File: src/rtl/regpair_bank_incdec.sv
// Register-pair file with byte read/write, address latch, two-cycle
// increment/decrement write-back, one-edge pair exchange and wrap pulse.
module regpair_bank_incdec #(
    parameter int DW     = 8,
    parameter int NPAIRS = 6,
    parameter int SELW   = $clog2(NPAIRS)
) (
    input  logic                clk,
    input  logic                rst,
    input  logic                op_valid,
    output logic                op_ready,
    input  logic [2:0]          op,
    input  logic [SELW-1:0]     sel,
    input  logic [SELW-1:0]     src_sel,
    input  logic [DW-1:0]       data_in,
    output logic [DW-1:0]       data_out,
    output logic                data_oe,
    output logic [2*DW-1:0]     address,
    output logic                wrap
);

    localparam int PW = 2 * DW;

    localparam logic [2:0] OP_WR_HI = 3'd0;
    localparam logic [2:0] OP_WR_LO = 3'd1;
    localparam logic [2:0] OP_RD_HI = 3'd2;
    localparam logic [2:0] OP_RD_LO = 3'd3;
    localparam logic [2:0] OP_INC   = 3'd4;
    localparam logic [2:0] OP_DEC   = 3'd5;
    localparam logic [2:0] OP_XCHG  = 3'd6;
    localparam logic [2:0] OP_LATCH = 3'd7;

    typedef enum logic {IDLE = 1'b0, WB = 1'b1} state_t;

    state_t          state_reg, state_next;
    logic [PW-1:0]   pair_reg  [NPAIRS];
    logic [PW-1:0]   pair_next [NPAIRS];
    logic [PW-1:0]   sel_pair, src_pair;
    logic            sel_ok, src_ok;
    logic            accept, start_wb;
    logic [PW-1:0]   latch_reg;
    logic [SELW-1:0] idx_reg;
    logic            dec_reg;
    logic [PW-1:0]   wb_value;
    logic            wrap_cond;
    logic [DW-1:0]   data_out_reg;
    logic            data_oe_reg;
    logic [PW-1:0]   address_reg;
    logic            wrap_reg;

    // Out-of-range selects yield a zero read value and a cleared ok flag.
    always_comb begin
        sel_pair = '0;
        src_pair = '0;
        sel_ok   = 1'b0;
        src_ok   = 1'b0;
        for (int i = 0; i < NPAIRS; i++) begin
            if (sel == SELW'(i)) begin
                sel_pair = pair_reg[i];
                sel_ok   = 1'b1;
            end
            if (src_sel == SELW'(i)) begin
                src_pair = pair_reg[i];
                src_ok   = 1'b1;
            end
        end
    end

    assign accept    = op_valid && op_ready;
    assign start_wb  = accept && sel_ok && ((op == OP_INC) || (op == OP_DEC));
    assign wb_value  = dec_reg ? (latch_reg - PW'(1)) : (latch_reg + PW'(1));
    assign wrap_cond = dec_reg ? (latch_reg == '0) : (latch_reg == '1);

    // Per-pair next-value logic; WB owns the write port while it is active.
    for (genvar gi = 0; gi < NPAIRS; gi++) begin : g_pair
        localparam logic [SELW-1:0] IDX = SELW'(gi);
        logic [PW-1:0] nxt;

        always_comb begin
            nxt = pair_reg[gi];
            if (state_reg == WB) begin
                if (idx_reg == IDX) nxt = wb_value;
            end else if (accept) begin
                case (op)
                    OP_WR_HI: if (sel == IDX) nxt[PW-1:DW] = data_in;
                    OP_WR_LO: if (sel == IDX) nxt[DW-1:0]  = data_in;
                    OP_XCHG: begin
                        if (sel_ok && src_ok) begin
                            if (sel == IDX)          nxt = src_pair;
                            else if (src_sel == IDX) nxt = sel_pair;
                        end
                    end
                    default: ;
                endcase
            end
        end

        assign pair_next[gi] = nxt;
    end

    always_ff @(posedge clk or negedge rst) begin
        if (!rst) begin
            for (int i = 0; i < NPAIRS; i++) pair_reg[i] <= '0;
        end else begin
            for (int i = 0; i < NPAIRS; i++) pair_reg[i] <= pair_next[i];
        end
    end

    // FSM: state register
    always_ff @(posedge clk or negedge rst) begin
        if (!rst) state_reg <= IDLE;
        else      state_reg <= state_next;
    end

    // FSM: next state
    always_comb begin
        state_next = state_reg;
        case (state_reg)
            IDLE:    if (start_wb) state_next = WB;
            WB:      state_next = IDLE;
            default: state_next = IDLE;
        endcase
    end

    // FSM: outputs
    always_comb begin
        op_ready = (state_reg == IDLE);
    end

    always_ff @(posedge clk or negedge rst) begin
        if (!rst) begin
            data_out_reg <= '0;
            data_oe_reg  <= 1'b0;
            address_reg  <= '0;
            wrap_reg     <= 1'b0;
            latch_reg    <= '0;
            idx_reg      <= '0;
            dec_reg      <= 1'b0;
        end else begin
            data_oe_reg <= accept && ((op == OP_RD_HI) || (op == OP_RD_LO));
            if (accept && (op == OP_RD_HI)) data_out_reg <= sel_pair[PW-1:DW];
            if (accept && (op == OP_RD_LO)) data_out_reg <= sel_pair[DW-1:0];
            // Address shows the pre-modify value while the pair is updated.
            if (accept && sel_ok &&
                ((op == OP_INC) || (op == OP_DEC) || (op == OP_LATCH)))
                address_reg <= sel_pair;
            wrap_reg <= (state_reg == WB) && wrap_cond;
            if (start_wb) begin
                latch_reg <= sel_pair;
                idx_reg   <= sel;
                dec_reg   <= (op == OP_DEC);
            end
        end
    end

    assign data_out = data_out_reg;
    assign data_oe  = data_oe_reg;
    assign address  = address_reg;
    assign wrap     = wrap_reg;

endmodule

File: config.mk
export PLATFORM = sky130hd
export DESIGN_NAME = regpair_bank_incdec
export DESIGN_NICKNAME = d
export VERILOG_FILES = /design/src/rtl/regpair_bank_incdec.sv
export SDC_FILE = /design/constraint.sdc
export NUM_CORES = 1
export LEC_CHECK = 0
export CORE_UTILIZATION = 40
export CTS_BUF_LIST = sky130_fd_sc_hd__clkbuf_4 sky130_fd_sc_hd__clkbuf_8
export DETAILED_ROUTE_END_ITERATION = 10
export PLACE_DENSITY_LB_ADDON = 0.05
export SLEW_MARGIN = 30
export SYNTH_ARGS = -nofsm -noshare
export SYNTH_HDL_FRONTEND = slang
export SYNTH_SLANG_ARGS = --single-unit
File: constraint.sdc
create_clock -name clk -period 3.5 [get_ports clk]
set_input_delay 0.525 -clock clk [delete_from_list [all_inputs] [get_ports clk]]
set_output_delay 0.525 -clock clk [all_outputs]
set_load 0.02 [all_outputs]
* After elaboration in Yosys (flattened, before gate mapping)
Index checks and enable logic that the tools add are counted.
Storage, ports and cells: logic and storage cells 188, output and inout port bits 27, latch bits 0, register bits 143, ROM bits 0, memories 0, input port bits 20, bits in writable memories 0
Operators by class: divide/modulo/power cells 0, multiply operators 0, shift-type cells 0, reductions and logical operators 33, bitwise gates (word level) 1, add/subtract/negate cells 2, $lt $le $gt $ge 0, multiplexer cells 84, equal/unequal tests 48
Operators with widths (count):
- $mux W16 | 49
- $pmux W8 S2 | 12
- $reduce_and A6 Y1 | 12
- $mux W8 | 8
- $ne A3 B3 Y1 const B | 13
- $eq A3 B3 Y1 const B | 10
- $eq A3 B2 Y1 const B | 8
- $ne A4 B4 Y1 const B | 6
- $add A16 B1 Y16 const B | 1
- $eq A16 B16 Y1 const B | 1
- $logic_not A16 Y1 | 1
- $sub A16 B1 Y16 const B | 1
- $mux W1 | 14
- $eq A3 B1 Y1 const B | 4
- $logic_not A3 Y1 | 4
- $ne A2 B1 Y1 const B | 6
- $logic_and A1 B1 Y1 | 9
- $reduce_bool A3 Y1 | 2
- $reduce_bool A2 Y1 | 2
- $logic_or A1 B1 Y1 | 3
- $pmux W1 S2 | 1
- $not A1 Y1 | 1

* Logic depth before layout (Yosys ltp)
Gate-level depths: netlist of run 1.
depth after elaboration 13, gate-level depth with buffers 9, depth with buffers taken out 8

* Worst setup path after synthesis of run 1
No wires, ideal clock.
kind register -> register, from reg dec_reg, to reg pair_reg[12] (netlist bit), required time 3.363 ns, cell stages (with the launch flop) 9, period minus slack after synthesis 2.435 ns, path buffers 1, arrival 2.298 ns, slack 1.065 ns, setup time 0.137 ns, cells stage by stage dfrtp_1 ha_1 clkbuf_1 a21o_1 a31oi_1 a21oi_1 or3_1 a32oi_2 a31oi_1
On the way: longest elaborated chain between the ends 3
RTL lines:
- from (decl) | line 43 | logic dec_reg;
- from (signal assigned) | line 151 | dec_reg <= (op == OP_DEC);
- $mux W16 | line 71 | assign wb_value = dec_reg ? (latch_reg - PW'(1)) : (latch_reg + PW'(1));
- $mux W16 | line 82 | if (idx_reg == IDX) nxt = wb_value;
- $mux W16 | line 81 | if (state_reg == WB) begin
- to (decl) | line 36 | logic [PW-1:0] pair_reg [NPAIRS];
Every way passes these cells. The select of a mux whose other input is x is not followed. A chain may end at the register's enable or synchronous reset.

* Worst setup path after layout of run 1
from reg dec_reg, to reg pair_reg[74] (netlist bit)
The elaborated chain is that of the path after synthesis.

==> run summary, run 1 <==
RUN STATUS
----------------------------------------------------------------------------------------
Status                                                                      finished clean

CLOCK TREE
----------------------------------------------------------------------------------------
Post_cts resized                                                                       0
Postcts setup bufs                                                                     0
Clock root buffer                                                           sky130_fd_sc_hd__clkbuf_8
Num Clock Sinks                                                                      143
Number of buffers between clock root and the deepest sink                              2
CTS tree                                                                            done
Clock latency on the worst-skew pair                                             0.49 ns
Reg clk slew, reported paths                                                     0.10 ns
Cts bufs inserted                                                                     17
H-tree levels                                                                          4
CTS Hold Buffers Added                                                                 0

CRITICAL PATH
----------------------------------------------------------------------------------------
CP Max Fanout                                                                         12
Maximum cell stage delay along the critical path                                 0.64 ns
Reg2reg path depth                                                                     8
Worst path slowest cell                                                     sky130_fd_sc_hd__dfrtp_1
Cells along the critical path                                               inv_1 > fa_1 > nor2b_1 > o31a_1 > o211ai_1 > a31o_2 > a2111oi_0 > nor3_1
Category of the critical setup timing path                                  register to register
Crit start category                                                             register
Endpoint arrival time on the critical path                                       3.37 ns
CP required                                                                      3.83 ns
Type of element capturing the critical path                                     register
Critical path buffers and inverters                                                    1
Terminus of the critical flop-to-flop path                                  pair_reg[74]$_DFFE_PN0P_
Worst reg-to-reg setup slack                                                     0.46 ns
CP top delay family                                                         compound AO/OA/AOI/OAI gates
Critical register-to-register path startpoint                               dec_reg$_DFFE_PN0P_

TIMING
----------------------------------------------------------------------------------------
Sum of negative setup slack                                                         0 ns
Number of failing setup endpoints in the final timing report                           0
Shortest clock period the worst path allows after layout                         3.04 ns
Measured slew at the worst slew-check pin                                       0.970 ns
Final hold violation count                                                             0
Max Slew Vio Count                                                                     0
Max-slew headroom                                                                  35.1%
Maximum achievable frequency                                                     329 MHz
Largest clock skew in the final design                                         0.0233 ns
RSZ-0062 raised after global routing                                               false
Portion of the clock cycle consumed by the worst path in the final layout          86.8%

JOB
----------------------------------------------------------------------------------------
Count of maximum capacitance violations                                                0

SYNTH
----------------------------------------------------------------------------------------
Mean area per synthesized cell                                                8.58 sq um
Number of synthesized register bits                                                  143
Synth top area cells                                                        sky130_fd_sc_hd__dfrtp_1 35%, sky130_fd_sc_hd__nor2_1 5.5%, sky130_fd_sc_hd__a21oi_1 5.1%, sky130_fd_sc_hd__a31oi_1 5.0%, sky130_fd_sc_hd__mux2_2 4.7%
Warnings from Yosys                                                                    0
Number of unique standard cell types used by synthesis                                90
Share of Yosys cell area claimed by the top area cell type                         35.2%
Largest area contributor in the netlist                                     sky130_fd_sc_hd__dfrtp_1
Sequential area share after synthesis                                              35.2%
Number of instances in the synthesized netlist                                      1185
Number of synthesized flops with an enable pin                                         0
Commonest register cell after synthesis                                     sky130_fd_sc_hd__dfrtp_1
Post-Synthesis Cell Area                                                     10200 sq um
Mapped Nets                                                                         1220
Synth async-reset ratio                                                             100%

FLOORPLANNING
----------------------------------------------------------------------------------------
Effective utilization at floorplan                                                 41.3%
Total die area                                                               26100 sq um
Std cell rows                                                                         57
I/O pin cnt                                                                           47
Width of the die                                                                  161 um
Core area                                                                    24600 sq um
Chip height                                                                       161 um

LAYOUT
----------------------------------------------------------------------------------------
Seq. cell area                                                                3580 sq um
Layout area overhead                                                               13.6%
Area of combinational cells with multiple inputs                              6070 sq um
Flip-flop count of the largest register after layout                                  96
Antenna Diode Count                                                                    0
Total non-filler cell area in the finished layout                            11600 sq um
Fraction of layout cells with a size suffix above 1                                16.5%
Final net count                                                                     1269
Filler instances                                                                    2423
Most common cell after layout, fill and taps aside                          sky130_fd_sc_hd__nor2_1
Most frequent cells in the layout                                           148 x sky130_fd_sc_hd__nor2_1, 143 x sky130_fd_sc_hd__dfrtp_1, 119 x sky130_fd_sc_hd__nand2_1

GLOBAL ROUTING
----------------------------------------------------------------------------------------
Maximum number of pins on one net before global-route repair                          62
Number of global-route vias before repair                                           9337
Number of antenna violations at the first check in global routing                      1
Overflow left after global routing                                                     0
Wire length of the first global-routing pass                                    59500 um
Global router's overall resource usage                                             30.8%

ROUTE
----------------------------------------------------------------------------------------
Number of nets with antenna violations after detailed routing                          0
Number of detailed-routing iterations run before antenna repair                        8
Post-Route WL                                                                   39500 um
Total via count in the routed design                                                9901
First DRT Iteration DRCs                                                             916
Average wire per standard cell                                                   25.2 um
Vias per cell                                                                       6.30
DRC violation count after routing                                                      0

POWER AND IR DROP
----------------------------------------------------------------------------------------
Power density relative to cell area                                          604 nW/um^2
Leakage                                                                          4.58 nW
Maximum ir drop on the vdd rail                                                 0.304 mV
Post-layout total power                                                          6.98 mW

PLACED DESIGN
----------------------------------------------------------------------------------------
Port Buffer Count                                                                     46
Weighted congestion at the end of routability-driven global placement              0.926
Area post-placement                                                          11100 sq um
Half-perimeter wire length after detailed placement                             27700 um

WORST HOLD PATH
----------------------------------------------------------------------------------------
Path class of the lowest-slack min-delay path                               primary input to asynchronous set/reset pin

report_power, final:
group / leakage [nW] / internal, mW / total [mW] / switching, mW
combinational: 2.72 / 1.23 / 2.93 / 1.70
clock: 0.198 / 0.598 / 1.43 / 0.828
sequential: 1.66 / 2.14 / 2.62 / 0.472
total: 4.58 / 3.97 / 6.98 / 3.00
through the flow:
| stage | util (%) | setup slack [ns] | cells | hold WS (ns) |
|---|---|---|---|---|
| floorplan | - | 1.07 | 1185 | 0.229 |
| global placement | 45.3 | 0.378 | 1539 | 0.464 |
| detailed placement | 45.3 | 0.419 | 1539 | 0.474 |
| CTS | 46.9 | 0.533 | 1571 | 0.0558 |
| global route | 47.0 | 0.246 | 1571 | 0.0627 |
| finish | 47.0 | 0.463 | 1571 | 0.0359 |
synthesized netlist by cell type (15+ instances only):
library cell               number
sky130_fd_sc_hd__nor2_1       149
sky130_fd_sc_hd__dfrtp_1      143
sky130_fd_sc_hd__nand2_1      119
sky130_fd_sc_hd__a21oi_1      103
sky130_fd_sc_hd__a31oi_1       81
sky130_fd_sc_hd__o21ai_0       77
sky130_fd_sc_hd__mux2_2        42
sky130_fd_sc_hd__buf_2         37
sky130_fd_sc_hd__mux2i_1       35
sky130_fd_sc_hd__clkbuf_1      31
sky130_fd_sc_hd__o211ai_1      31
sky130_fd_sc_hd__a21o_1        18
sky130_fd_sc_hd__inv_1         18
sky130_fd_sc_hd__nand3_1       17
sky130_fd_sc_hd__a22oi_1       15
area by class of cell:
type | instances | share of cell area [%]
clock buffers | 17 | 2.02
flip-flops and latches | 143 | 31.0
multi-input cells | 933 | 52.5
repair buffers | 119 | 8.89
clock inverters | 15 | 1.47
inverters | 20 | 0.650
well taps | 324 | 3.51
how the worst max path moves through the flow:
| stage | end | from | depth (start not counted) | slack, ns |
|---|---|---|---|---|
| after floorplan | pair_reg[12]$_DFFE_PN0P_ | dec_reg$_DFFE_PN0P_ | 8 | 1.07 |
| after global placement | pair_reg[39]$_DFFE_PN0P_ | op[1] | 9 | 0.38 |
| after detailed placement | pair_reg[48]$_DFFE_PN0P_ | src_sel[1] | 9 | 0.42 |
| after CTS | pair_reg[74]$_DFFE_PN0P_ | dec_reg$_DFFE_PN0P_ | 8 | 0.53 |
| after global routing | pair_reg[74]$_DFFE_PN0P_ | dec_reg$_DFFE_PN0P_ | 8 | 0.25 |
| final | pair_reg[74]$_DFFE_PN0P_ | dec_reg$_DFFE_PN0P_ | 8 | 0.46 |
worst reg2reg max path: stages (launching register included):
cell	delay, ns
sky130_fd_sc_hd__dfrtp_1	0.64
sky130_fd_sc_hd__inv_1	0.22
sky130_fd_sc_hd__fa_1	0.44
sky130_fd_sc_hd__nor2b_1	0.22
sky130_fd_sc_hd__o31a_1	0.26
sky130_fd_sc_hd__o211ai_1	0.13
sky130_fd_sc_hd__a31o_2	0.29
sky130_fd_sc_hd__a2111oi_0	0.55
sky130_fd_sc_hd__nor3_1	0.13
routing by layer:
metal / GRT usage (%) / vias to the layer above / routed length, um
met5: 0 / - / 0
met4: 10.9 / 0 / 1050
met3: 6.93 / 70 / 3380
met2: 46.7 / 440 / 17700
met1: 42.9 / 4846 / 17300
li1: - / 4545 / -
logic make-up (layout without fill, tap and decap cells):
kind of cell | count (synthesis) | after routing | synth area share (%)
compound gates | 444 | 444 | 29.3
xor+xnor | 5 | 5 | 0.431
fa+ha+maj | 15 | 15 | 1.92
buf+inv | 109 | 171 | 5.29
flops | 143 | 143 | 35.2
mux | 85 | 85 | 9.87
simple gates | 384 | 384 | 18.0
Power figures use the tool's default switching activity.
==> run 2: changes to the inputs <==
- PLACE_DENSITY_LB_ADDON: 0.05 -> 0.25
- clock period: 3.5 -> 3.3 ns (I/O delays scaled with it)
==> run 2 against run 1 <==
  * Hold slack lost 0.0060 ns
  * Global-route usage down 1.4 points
  * Clock power increased by 5%
  * Cell area is 0.27% lower
  * Via count up 1.6%
  * Core utilization is 0.13 points lower
  * Critical path type unchanged
  * Routed wire length decreased by 4.4%
  * Largest cell class unchanged
  * Total power is 5.4% higher
  * Worst setup slack worse by 0.18 ns
  * Fmax rose by 0.62%
  * Combinational power is 5% higher
==> run summary, run 2 (synthesis gave the netlist of run 1 again) <==
FLOORPLANNING
----------------------------------------------------------------------------------------
Std cell rows                                                                         57   unchanged
Chip height                                                                       161 um   unchanged
Effective utilization at floorplan                                                 41.3%   unchanged
Total die area                                                               26100 sq um   unchanged
Width of the die                                                                  161 um   unchanged
I/O pin cnt                                                                           47   unchanged
Core area                                                                    24600 sq um   unchanged

CLOCK TREE
----------------------------------------------------------------------------------------
Num Clock Sinks                                                                      143   unchanged
Reg clk slew, reported paths                                                     0.10 ns   about the same
CTS tree                                                                            done   unchanged
Post_cts resized                                                                       0   unchanged
Clock latency on the worst-skew pair                                             0.48 ns   was 0.49 ns
Number of buffers between clock root and the deepest sink                              2   unchanged
CTS Hold Buffers Added                                                                 0   unchanged
H-tree levels                                                                          4   unchanged
Postcts setup bufs                                                                     0   unchanged
Cts bufs inserted                                                                     17   unchanged
Clock root buffer                                                           sky130_fd_sc_hd__clkbuf_8   unchanged

CRITICAL PATH
----------------------------------------------------------------------------------------
Cells along the critical path                                               buf_4 > ha_1 > a21o_1 > a31oi_1 > a21oi_1 > or3_1 > a32oi_2 > a31oi_1   was inv_1 > fa_1 > nor2b_1 > o31a_1 > o211ai_1 > a31o_2 > a2111oi_0 > nor3_1
Worst reg-to-reg setup slack                                                     0.28 ns   was 0.46 ns
CP required                                                                      3.63 ns   was 3.83 ns
Endpoint arrival time on the critical path                                       3.35 ns   was 3.37 ns
Crit start category                                                             register   unchanged
Worst setup path start                                                      dec_reg$_DFFE_PN0P_   unchanged
Reg2reg path depth                                                                     8   unchanged
CP Max Fanout                                                                         10   was 12
Terminus of the critical flop-to-flop path                                  pair_reg[60]$_DFFE_PN0P_   was pair_reg[74]$_DFFE_PN0P_
Category of the critical setup timing path                                  register to register   unchanged
Cell repeated most along the worst path                                     sky130_fd_sc_hd__a31oi_1
Maximum cell stage delay along the critical path                                 0.53 ns   was 0.64 ns
Worst path slowest cell                                                     sky130_fd_sc_hd__dfrtp_1   unchanged
Critical register-to-register path startpoint                               dec_reg$_DFFE_PN0P_   unchanged
Critical path buffers and inverters                                                    1   unchanged
CP top delay family                                                         compound AO/OA/AOI/OAI gates   unchanged
Type of element capturing the critical path                                     register   unchanged

POWER AND IR DROP
----------------------------------------------------------------------------------------
Power density relative to cell area                                          638 nW/um^2   was 604 nW/um^2
Power share of the clock group                                                     20.5%   was 20.4%
Internal power                                                                   4.20 mW   was 3.97 mW
Leakage                                                                          4.57 nW   was 4.58 nW
Share of power burned in combinational logic                                       41.8%   was 42.1%
Switching power total                                                            3.16 mW   was 3.00 mW
Sequential group share of total power                                              37.8%   was 37.5%
Sw Share                                                                           42.9%   was 43.0%
Maximum ir drop on the vdd rail                                                 0.342 mV   was 0.304 mV

GLOBAL ROUTING
----------------------------------------------------------------------------------------
Number of global-route vias before repair                                           9544   was 9337
Number of antenna violations at the first check in global routing                      1   unchanged
Wire length of the first global-routing pass                                    58300 um   was 59500 um
Overflow left after global routing                                                     0   unchanged
Maximum number of pins on one net before global-route repair                          78   was 62
Global router's overall resource usage                                             29.4%   was 30.8%

TIMING
----------------------------------------------------------------------------------------
Portion of the clock cycle consumed by the worst path in the final layout          91.5%   was 86.8%
Shortest clock period the worst path allows after layout                         3.02 ns   was 3.04 ns
RSZ-0062 raised after global routing                                               false   unchanged
Largest clock skew in the final design                                         0.0159 ns   was 0.0233 ns
Max Slew Vio Count                                                                     0   unchanged
Max-slew headroom                                                                  37.4%   was 35.1%
Maximum achievable frequency                                                     331 MHz   was 329 MHz
Setup ws final                                                                  0.282 ns   was 0.463 ns
Sum of negative setup slack                                                         0 ns   unchanged
Final hold violation count                                                             0   unchanged
Number of failing setup endpoints in the final timing report                           0   unchanged
Measured slew at the worst slew-check pin                                       0.939 ns   was 0.970 ns

LAYOUT
----------------------------------------------------------------------------------------
Total non-filler cell area in the finished layout                            11500 sq um   was 11600 sq um
Antenna Diode Count                                                                    0   unchanged
Final net count                                                                     1270   was 1269
Fraction of layout cells with a size suffix above 1                                16.5%   about the same
Flip-flop count of the largest register after layout                                  96   unchanged
Most common cell after layout, fill and taps aside                          sky130_fd_sc_hd__nor2_1   unchanged
Most frequent cells in the layout                                           148 x sky130_fd_sc_hd__nor2_1, 143 x sky130_fd_sc_hd__dfrtp_1, 119 x sky130_fd_sc_hd__nand2_1   unchanged
Layout area overhead                                                               13.3%   was 13.6%

JOB
----------------------------------------------------------------------------------------
Count of maximum capacitance violations                                                0   unchanged

ROUTE
----------------------------------------------------------------------------------------
Post-Route WL                                                                   37800 um   was 39500 um
DRC violation count after routing                                                      0   unchanged
Average wire per standard cell                                                   24.0 um   was 25.2 um
First DRT Iteration DRCs                                                            1106   was 916
Vias per cell                                                                       6.40   was 6.30
Number of detailed-routing iterations run before antenna repair                        8   unchanged
Total via count in the routed design                                               10100   was 9901
Number of nets with antenna violations after detailed routing                          0   unchanged

PLACED DESIGN
----------------------------------------------------------------------------------------
Weighted congestion at the end of routability-driven global placement              0.943   was 0.926
Pre-CTS setup slack                                                             0.289 ns   was 0.419 ns
Area post-placement                                                          11100 sq um   about the same
Port Buffer Count                                                                     46   unchanged
Half-perimeter wire length after detailed placement                             26700 um   was 27700 um

RUN STATUS
----------------------------------------------------------------------------------------
Status                                                                      finished clean   unchanged

WORST HOLD PATH
----------------------------------------------------------------------------------------
Path class of the lowest-slack min-delay path                               primary input to asynchronous set/reset pin   unchanged

[run 2: how the worst max path moves through the flow]
stage	end	depth (start not counted)
finish	pair_reg[60]$_DFFE_PN0P_	8
detailed placement	pair_reg[11]$_DFFE_PN0P_	9
floorplan	pair_reg[12]$_DFFE_PN0P_	8
global placement	pair_reg[12]$_DFFE_PN0P_	9
global route	pair_reg[60]$_DFFE_PN0P_	8
CTS	pair_reg[60]$_DFFE_PN0P_	8
[run 2: power groups by stage]
stage | registers [mW] | logic, mW | clock network [mW]
global placement | 2.78 | 2.97 | 0
finish | 2.78 | 3.07 | 1.50
CTS | 2.76 | 3.02 | 1.53
detailed placement | 2.78 | 3.01 | 0
floorplan | 2.74 | 1.98 | 0
global route | 2.84 | 3.34 | 1.58
[run 2: routing by layer]
metal  GRT usage, %  vias to the layer above  wire [um]
met5              0                        -          0
met4           10.5                        0       1140
met3           5.93                       82       3860
met2           44.8                      643      16700
met1           41.3                     4803      16100
li1               -                     4530          -
[run 2: cell type report]
class,count,area [sq um]
Multi-Input combinational cell,933,6060
Fill cell,2403,13100
Clock buffer,17,234
Clock inverter,15,165
Inverter,20,75.1
Tap cell,324,405
Timing Repair Buffer,120,1010
Sequential cell,143,3580
[run 2: stage by stage]
step | instances | utilization, % | power [mW] | hold slack (ns)
5_1_grt | 1572 | 46.8 | 7.77 | 0.0606
2_1_floorplan | 1185 | - | 4.72 | 0.199
4_1_cts | 1572 | 46.8 | 7.30 | 0.0675
6_report | 1572 | 46.8 | 7.35 | 0.0299
3_5_place_dp | 1540 | 45.2 | 5.79 | 0.469
3_3_place_gp | 1538 | 45.2 | 5.75 | 0.469
==> run 3: changes to the inputs <==
- REMOVE_ABC_BUFFERS: unset -> 1
==> run 3 against run 2 <==
  * The flow now finishes with violations (hold timing)
  * Combinational power increased by 2%
  * Cell count rose by 1.1%
  * Clock skew is 0.0087 ns higher
  * Routed wire length shrank 0.54%
  * Sequential cell count did not move
  * Clock power up 3%
  * Total power grew 0.94%
  * Largest power group unchanged
  * Largest cell class unchanged
==> run summary, run 3 (synthesis gave the netlist of run 1 again) <==
RUN STATUS
----------------------------------------------------------------------------------------
Status                                                                      finished, violations left   was finished clean
Violations in the final reports                                              hold timing

CLOCK TREE
----------------------------------------------------------------------------------------
Reg clk slew, reported paths                                                     0.10 ns   about the same
Postcts setup bufs                                                                     0   unchanged
Clock latency on the worst-skew pair                                             0.48 ns   about the same
H-tree levels                                                                          4   unchanged
Number of buffers between clock root and the deepest sink                              2   unchanged
Num Clock Sinks                                                                      143   unchanged
CTS tree                                                                            done   unchanged
Clock root buffer                                                           sky130_fd_sc_hd__clkbuf_8   unchanged
Cts bufs inserted                                                                     17   unchanged
CTS Hold Buffers Added                                                                 0   unchanged
Post_cts resized                                                                       0   unchanged

FLOORPLANNING
----------------------------------------------------------------------------------------
Total die area                                                               26100 sq um   unchanged
Width of the die                                                                  161 um   unchanged
Core area                                                                    24600 sq um   unchanged
Effective utilization at floorplan                                                 41.3%   unchanged
Std cell rows                                                                         57   unchanged
I/O pin cnt                                                                           47   unchanged
Chip height                                                                       161 um   unchanged

LAYOUT
----------------------------------------------------------------------------------------
Total non-filler cell area in the finished layout                            11700 sq um   was 11500 sq um
Layout area overhead                                                               15.1%   was 13.3%
Final net count                                                                     1287   was 1270
Flip-flop count of the largest register after layout                                  96   unchanged
Antenna Diode Count                                                                    0   unchanged
Seq. cell area                                                                3580 sq um   unchanged
Filler instances                                                                    2412   was 2403
Most frequent cells in the layout                                           148 x sky130_fd_sc_hd__nor2_1, 143 x sky130_fd_sc_hd__dfrtp_1, 119 x sky130_fd_sc_hd__nand2_1   unchanged
Non-filler cells, final                                                             1589   was 1572
Area of combinational cells with multiple inputs                              6060 sq um   unchanged
Fraction of layout cells with a size suffix above 1                                17.6%   was 16.5%
Final cell utilization of the core                                                 47.6%   was 46.8%
Most common cell after layout, fill and taps aside                          sky130_fd_sc_hd__nor2_1   unchanged

PLACED DESIGN
----------------------------------------------------------------------------------------
Half-perimeter wire length after detailed placement                             26800 um   was 26700 um
Pre-CTS setup slack                                                             0.370 ns   was 0.289 ns
Weighted congestion at the end of routability-driven global placement              0.947   was 0.943
Port Buffer Count                                                                     46   unchanged
Area post-placement                                                          11300 sq um   was 11100 sq um
Cell total after placement                                                          1557   was 1540

GLOBAL ROUTING
----------------------------------------------------------------------------------------
Global router's overall resource usage                                             29.3%   was 29.4%
Number of global-route vias before repair                                           9382   was 9544
Overflow left after global routing                                                     0   unchanged
Maximum number of pins on one net before global-route repair                          59   was 78
Wire length of the first global-routing pass                                    57400 um   was 58300 um
Number of antenna violations at the first check in global routing                      0   was 1

CRITICAL PATH
----------------------------------------------------------------------------------------
Worst path slowest cell                                                     sky130_fd_sc_hd__clkdlybuf4s50_1   was sky130_fd_sc_hd__dfrtp_1
Critical register-to-register path startpoint                               latch_reg[0]$_DFFE_PN0P_   was dec_reg$_DFFE_PN0P_
Type of element capturing the critical path                                   output pin   was register
Worst setup path start                                                      state_reg$_DFF_PN0_   was dec_reg$_DFFE_PN0P_
Worst reg-to-reg setup slack                                                     0.54 ns   was 0.28 ns
CP Max Fanout                                                                         18   was 10
Crit. path cell count                                                                  2   was 8
Crit start category                                                             register   unchanged
CP required                                                                      2.80 ns   was 3.63 ns
Terminus of the critical flop-to-flop path                                  pair_reg[30]$_DFFE_PN0P_   was pair_reg[60]$_DFFE_PN0P_
Category of the critical setup timing path                                  register to output pin   was register to register
Endpoint arrival time on the critical path                                       2.49 ns   was 3.35 ns
CP top delay family                                                         buffers and inverters   was compound AO/OA/AOI/OAI gates
Critical path buffers and inverters                                                    2   was 1
Cells along the critical path                                               inv_1 > clkdlybuf4s50_1   was buf_4 > ha_1 > a21o_1 > a31oi_1 > a21oi_1 > or3_1 > a32oi_2 > a31oi_1
Reg2reg path depth                                                                     9   was 8
Maximum cell stage delay along the critical path                                 0.75 ns   was 0.53 ns
End point of the critical path                                                  op_ready   was pair_reg[60]$_DFFE_PN0P_

ROUTE
----------------------------------------------------------------------------------------
Post-Route WL                                                                   37600 um   was 37800 um
Vias per cell                                                                       6.42   was 6.40
Total via count in the routed design                                               10200   was 10100
First DRT Iteration DRCs                                                            1053   was 1106
Average wire per standard cell                                                   23.6 um   was 24.0 um
Number of detailed-routing iterations run before antenna repair                        5   was 8
DRC violation count after routing                                                      0   unchanged
Number of nets with antenna violations after detailed routing                          0   unchanged

WORST HOLD PATH
----------------------------------------------------------------------------------------
Path class of the lowest-slack min-delay path                               primary input to asynchronous set/reset pin   unchanged

JOB
----------------------------------------------------------------------------------------
Count of maximum capacitance violations                                                0   unchanged

POWER AND IR DROP
----------------------------------------------------------------------------------------
Leakage                                                                          4.67 nW   was 4.57 nW
Maximum ir drop on the vdd rail                                                 0.320 mV   was 0.342 mV
Power density relative to cell area                                          634 nW/um^2   was 638 nW/um^2

TIMING
----------------------------------------------------------------------------------------
Portion of the clock cycle consumed by the worst path in the final layout          90.6%   was 91.5%
Setup ws final                                                                  0.311 ns   was 0.282 ns
Sum of negative setup slack                                                         0 ns   unchanged
RSZ-0062 raised after global routing                                               false   unchanged
Measured slew at the worst slew-check pin                                       0.977 ns   was 0.939 ns
Maximum achievable frequency                                                     335 MHz   was 331 MHz
Max Slew Vio Count                                                                     0   unchanged
Shortest clock period the worst path allows after layout                         2.99 ns   was 3.02 ns
Largest clock skew in the final design                                         0.0246 ns   was 0.0159 ns
Final hold violation count                                                             5   was 0
Worst-case hold slack                                                         -0.0167 ns   was 0.0299 ns
Max-slew headroom                                                                  34.8%   was 37.4%
Number of failing setup endpoints in the final timing report                           0   unchanged

## run 3: routing by layer
metal  global-route usage (%)  vias up  share of wire [%]
met1                     41.7     4962                 43
met3                     4.19       77                9.3
met5                        0        -                  0
met2                     44.6      596                 44
li1                         -     4568                  -
met4                     11.8        0                3.0
## run 3: stage by stage
stage | power [mW] | hold WS, ns
after floorplan | 4.64 | 0.199
after global placement | 5.79 | 0.464
after detailed placement | 5.82 | 0.479
after CTS | 7.38 | 0.00536
after global routing | 7.84 | 0.0213
final | 7.42 | -0.0167
## run 3: power breakdown
part / internal (mW) / leakage [nW] / switching (mW) / total, mW
sequential: 2.27 / 1.66 / 0.482 / 2.76
clock: 0.768 / 0.200 / 0.781 / 1.55
combinational: 1.33 / 2.81 / 1.79 / 3.12
## run 3: how the worst min path moves through the flow
stage               cells after the start               startpoint  slack, ns                  endpoint
CTS                                     1                      rst      0.005  pair_reg[28]$_DFFE_PN0P_
finish                                  1                      rst      -0.02  pair_reg[28]$_DFFE_PN0P_
floorplan                               0                      rst       0.20    address[0]$_DFFE_PN0P_
global route                            1                      rst       0.02  pair_reg[28]$_DFFE_PN0P_
detailed placement                      2  data_out[4]$_DFFE_PN0P_       0.48   data_out[4]$_DFFE_PN0P_
global placement                        2  data_out[5]$_DFFE_PN0P_       0.46   data_out[5]$_DFFE_PN0P_
## run 3: layout make-up
cell class / instances / share of cell area, %
Multi-Input combinational cell: 933 / 51.8
Tap cell: 324 / 3.46
Inverter: 20 / 0.641
Sequential cell: 143 / 30.6
Timing Repair Buffer: 137 / 9.93
Clock buffer: 18 / 2.06
Clock inverter: 14 / 1.55
## run 3: worst reg2reg max path, delay by kind of cell (launching register included)
kind | cells | cell delay (ns)
buf+inv | 2 | 0.30
fa+ha+maj | 1 | 0.48
flops | 1 | 0.47
simple gates | 2 | 0.62
compound gates | 4 | 0.75
